==> src/rtl/rand_synch_hold_checker_pkg.sv <==
// Shared types and helpers for the random hold-window checker.
package rand_synch_hold_checker_pkg;

  typedef enum logic {StFree, StHold} hold_state_e;

  localparam logic [31:0] LfsrTaps = 32'h8020_0003;

  // Increment that sticks at the all-ones value of a width-bit counter.
  function automatic logic [31:0] sat_inc(input logic [31:0] val, input int unsigned width);
    logic [31:0] top;
    top = (width >= 32) ? '1 : ((32'd1 << width) - 32'd1);
    return (val >= top) ? val : val + 32'd1;
  endfunction

  function automatic logic [31:0] lfsr_next(input logic [31:0] s);
    return s[0] ? ((s >> 1) ^ LfsrTaps) : (s >> 1);
  endfunction

endpackage

==> src/rtl/rand_synch_hold_checker_timer.sv <==
// Window-length timer: reloads a pseudo-random count in [Min,Max] for the next window type
// and pulses expire_o on the last cycle of the current window.
module rand_synch_hold_checker_timer
  import rand_synch_hold_checker_pkg::*;
#(
  parameter int unsigned MinFreeCycles = 1,
  parameter int unsigned MaxFreeCycles = 4,
  parameter int unsigned MinHoldCycles = 2,
  parameter int unsigned MaxHoldCycles = 5,
  parameter int unsigned Seed          = 32'h0000_0001
) (
  input  logic clk_i,
  input  logic rst_i,
  input  logic sel_hold_i,
  output logic expire_o
);

  localparam int unsigned FreeSpan = MaxFreeCycles - MinFreeCycles + 1;
  localparam int unsigned HoldSpan = MaxHoldCycles - MinHoldCycles + 1;
  // The first FREE window is drawn from the seed so it starts counting out of reset.
  localparam logic [31:0] FirstFree = 32'(MinFreeCycles + Seed % FreeSpan);

  logic [31:0] r_cnt, r_lfsr, w_draw;

  always_comb begin
    w_draw = sel_hold_i ? 32'(MinHoldCycles + r_lfsr % HoldSpan)
                        : 32'(MinFreeCycles + r_lfsr % FreeSpan);
  end

  assign expire_o = (r_cnt == 32'd1);

  always_ff @(posedge clk_i or posedge rst_i) begin
    if (rst_i) begin
      r_cnt  <= FirstFree;
      r_lfsr <= Seed;
    end else begin
      r_lfsr <= lfsr_next(r_lfsr);
      r_cnt  <= expire_o ? w_draw : r_cnt - 32'd1;
    end
  end

endmodule

==> config.mk <==
export PLATFORM = sky130hd
export DESIGN_NAME = rand_synch_hold_checker_timer
export DESIGN_NICKNAME = d
export VERILOG_FILES = /design/src/rtl/rand_synch_hold_checker_pkg.sv /design/src/rtl/rand_synch_hold_checker_timer.sv
export SDC_FILE = /design/constraint.sdc
export NUM_CORES = 1
export LEC_CHECK = 0
export CAP_MARGIN = 30
export CORE_MARGIN = 5
export CORE_UTILIZATION = 43
export CTS_CLUSTER_SIZE = 20
export DETAILED_ROUTE_END_ITERATION = 7
export GPL_ROUTABILITY_DRIVEN = 0
export GPL_TIMING_DRIVEN = 0
export PLACE_DENSITY = 0.6
export SYNTH_ARGS = -nofsm -noshare
export SYNTH_HDL_FRONTEND = slang
export SYNTH_SLANG_ARGS = --single-unit
==> constraint.sdc <==
create_clock -name clk_i -period 3.29 [get_ports clk_i]
set_input_delay 0.8225 -clock clk_i [delete_from_list [all_inputs] [get_ports clk_i]]
set_output_delay 0.8225 -clock clk_i [all_outputs]
set_load 0.02 [all_outputs]
* After elaboration in Yosys (flattened, before gate mapping) *
Cells that the tools add are included.

word-level totals
  bits in registers = 64
  input port bits = 3
  output and inout port bits = 1

cells by class
  add/sub/neg operators = 3
  equal/unequal tests = 1
  mux-type cells = 3
  bitwise gates (word level) = 1

operators by type and width
  cell                     number
  $mux W32                 2
  $eq A32 B1 Y1 const B    1
  $sub A32 B1 Y32 const B  1
  $not A3 Y4               1
  $add A1 B2 Y3 const A    1
  $add A2 B2 Y3 const A    1
  $mux W3                  1

* Depth between registers and ports, before layout *
  depth after elaboration = 3
  gate-level depth with buffers = 9
  gate-level depth less buffers = 6

* Least setup slack after synthesis *
Ideal clock, no wire load.

  kind = flip-flop to output port
  from = register r_cnt[10]
  to = output expire_o
  data arrival time = 1.865 ns
  required time = 2.467 ns
  slack = 0.603 ns
  stages on the path, launching flop included = 5
  path through = dfrtp_1 nor4_1 nand2b_1 clkbuf_1 nor4_1

between the ends
  longest elaborated chain between the ends = 1

ends and longest elaborated chain
  element                 RTL line                             text
  start, declared         rand_synch_hold_checker_timer.sv:23  logic [31:0] r_cnt, r_lfsr, w_draw;
  start signal, assigned  rand_synch_hold_checker_timer.sv:34  r_cnt <= FirstFree;
  start signal, assigned  rand_synch_hold_checker_timer.sv:38  r_cnt <= expire_o ? w_draw : r_cnt - 32'd1;
  $eq A32 B1 Y1           rand_synch_hold_checker_timer.sv:30  assign expire_o = (r_cnt == 32'd1);
  end, declared           rand_synch_hold_checker_timer.sv:15  output logic expire_o

No other way between the ends.

* Worst setup path after layout *
Same ends and word-level chain as after synthesis.

==> results.sh <==
export IMPL_avgSynthCellArea_um2=11.7
export IMPL_cp_max_fo=7
export IMPL_synthArstFlopShare_pct=100
export IMPL_cts_clk_slew_worst_paths_ns=0.07
export IMPL_drive_gt1_share_pct=13.6
export IMPL_routed_wl_um=4740
export IMPL_drt_pass1_iterations=4
export IMPL_synth_enable_flop_cells=0
export IMPL_ys_ff_latch=64
export IMPL_worst_pin_slew_ns=0.635
export IMPL_grt_pass1_vias=1758
export IMPL_vias=1755
export IMPL_p_per_area_nw_per_um2=752
export IMPL_cts_sinks=64
export IMPL_crit_type="reg -> out"
export IMPL_ios=4
export IMPL_fin_skew_ns=0.00652
export IMPL_critPathSlowestCell="dfrtp_1"
export IMPL_n_antenna_cell=0
export IMPL_p_leak_uw=0.00130
export IMPL_setup_violations=0
export IMPL_route_detailed_drc=0
export IMPL_vias_per_cell=5.52
export IMPL_die_h_um=87.8
export IMPL_design_area_um2=2980
export IMPL_grt_use_met2_pct=21.3
export IMPL_grt_pass1_wl_um=8380
export IMPL_placed_area_um2=2750
export IMPL_synth_area_um2=2600
export IMPL_coreArea_um2=5920
export IMPL_yosys_area_share_simple_pct=19.6
export IMPL_wl_per_cell_um=14.9
export IMPL_fin_crit_ns=3.02
export IMPL_cp_end_kind="output port"
export IMPL_track_usage_pct=14.4
export IMPL_antenna_found_initial=0
export IMPL_dieWidth_um=87.8
export IMPL_run_status="finished, final reports clean"
export IMPL_yosys_cell_types_count=33
export IMPL_initial_utilization_pct=44.0
export IMPL_synthAdderAreaFrac_pct=1.44
export IMPL_numCtsBuffers=9
export IMPL_whs_ns=0.350
export IMPL_min_path_type="reg -> reg"
export IMPL_maxCapViolCount=0
export IMPL_rows=28
export IMPL_syn_instance_count=222
export IMPL_synth_top_family_by_area="simple AND/OR/NAND/NOR gates"
export IMPL_io_buffers=3
export IMPL_final_core_util_pct=50.3
export IMPL_max_freq_ghz=0.331
export IMPL_root_buffer="clkbuf_8"
export IMPL_gr_total_overflow=0
export IMPL_fp_dieArea_um2=7710
export IMPL_slowest_delay_ns=0.46
export IMPL_place_hpwl_um=2940
export IMPL_final_cell_mix="62 x dfrtp_1, 19 x nor2_1, 17 x a21oi_1, 13 x or4_1, 12 x nand2_1"
export IMPL_met1_usage_pct=19.0
export IMPL_synthMuxAreaShare_pct=1.97
export IMPL_cts_buffer_depth=2
export IMPL_clock_latency_ns=0.34
export IMPL_ys_seq_area_share_pct=61.6
export IMPL_critical_path_required_ns=2.47
export IMPL_ant_nets=0
export IMPL_relSlewSlack_pct=57.3
export IMPL_syn_to_final_growth_pct=14.5
export IMPL_final_hold_violation_count=0
export IMPL_ir_drop_mv=0.419
export IMPL_synth_compound_area_share_pct=8.65
export IMPL_fin_crit_sh_pct=91.9
export IMPL_yosys_area_share_xor_xnor_pct=4.71
export IMPL_ys_warn_count=0
export IMPL_crit_path_start_kind="flip-flop"
export IMPL_synth_nets=228
export IMPL_drt_initial_drc_count=74
export IMPL_layout_commonest_cell="dfrtp_1"
export IMPL_ys_flop_type="dfrtp_1"
export IMPL_grt_util_met3_pct=4.42
export IMPL_grt_max_degree=39
export IMPL_grt_most_used_layer="met2"
export IMPL_drv_slew=0
export IMPL_cts_tree="built"
export IMPL_holdBufCountCts=0
export IMPL_nets=244
export IMPL_rsz0062_at_grt="false"
export IMPL_fin_tns_setup_ns=0
export IMPL_cp_cell_sequence="nor4_4, nand2b_1, clkbuf_1, nor4_1, dlygate4sd2_1"
export IMPL_total_power_uw=2240
export IMPL_crit_arrival_ns=2.20
export IMPL_htree_levels=3
worst max-delay path, delay by kind of cell (launching register included):
kind	cells	cell delay, ns
buffers and inverters	2	0.59
flip-flops	1	0.46
AND/OR/NAND/NOR	3	0.82
final cells by class:
cell class / instances / area (um2)
inverter: 3 / 11.3
sequential: 64 / 1600
fill: 528 / 2940
tap: 75 / 93.8
clock inverter: 6 / 67.6
buffer: 9 / 41.3
timing repair buffer: 5 / 56.3
clock buffer: 10 / 138
multi-input combinational: 146 / 968
state kept, by name, indices dropped and copies added, names as in the netlist:
register  cells
r_lfsr       32
r_cnt        32
final timing paths:
kind | startpoint | endpoint | slack (ns) | cells past startpoint
max | r_cnt[10] | expire_o | 0.27 | 5
min | r_lfsr[7] | r_lfsr[6] | 0.35 | 0
max reg2reg | r_cnt[0] | r_cnt[30] | 0.68 | 8
min reg2reg | r_lfsr[7] | r_lfsr[6] | 0.35 | 0
max in group asynchronous | rst_i | r_lfsr[0] | 1.75 | 3
min in group asynchronous | rst_i | r_cnt[22] | 0.88 | 2
through the flow:
stage / setup slack, ns / cells
3_3_place_gp: -0.226 / 300
5_1_grt: 0.122 / 318
3_5_place_dp: 0.0852 / 301
6_report: 0.266 / 318
4_1_cts: 0.283 / 318
2_1_floorplan: 0.603 / 222
Yosys cell counts, types with 2 or more instances:
master	number	share of area, %
nor2_1	19	2.7
or3_1	8	1.9
ha_1	3	1.4
dfrtp_1	62	60
nand2_1	12	1.7
dfstp_2	2	2.0
o31ai_1	7	2.0
xnor2_1	5	1.7
buf_2	3	0.58
or4b_1	3	1.2
clkbuf_1	5	0.72
o41ai_1	6	2.0
o21ai_0	7	1.3
nor3_1	8	1.5
or4_1	13	3.7
xor2_1	9	3.0
nand3_1	5	0.96
inv_1	3	0.43
mux2i_1	4	1.5
nor4_1	7	1.7
nand4_1	3	0.72
a21oi_1	17	3.3
routing by layer:
layer	share of wire, %	vias up
li1	-	850
met5	0	-
met1	49	867
met2	45	28
met4	1.6	0
met3	3.6	10
where the power goes:
part | internal (uW) | total, uW | leakage, uW | switching (uW)
sequential | 914 | 1080 | 0.000850 | 165
combinational | 201 | 483 | 0.000352 | 282
clock | 373 | 681 | 0.0000989 | 308
cell families (layout without fill, tap and decap cells):
kind of cell	Yosys count	after routing
AO/OA/AOI/OAI	37	37
flip-flops	64	64
buffers and inverters	12	33
adder cells (fa/ha/maj)	3	3
multiplexers	5	5
XOR/XNOR	14	14
AND/OR/NAND/NOR	87	87
what timing repair did:
item,in CTS,in global routing
setup endpoints to repair,1,0
buffers inserted,1,0
gates resized for setup,4,0
(Power assumes the default switching activity.)
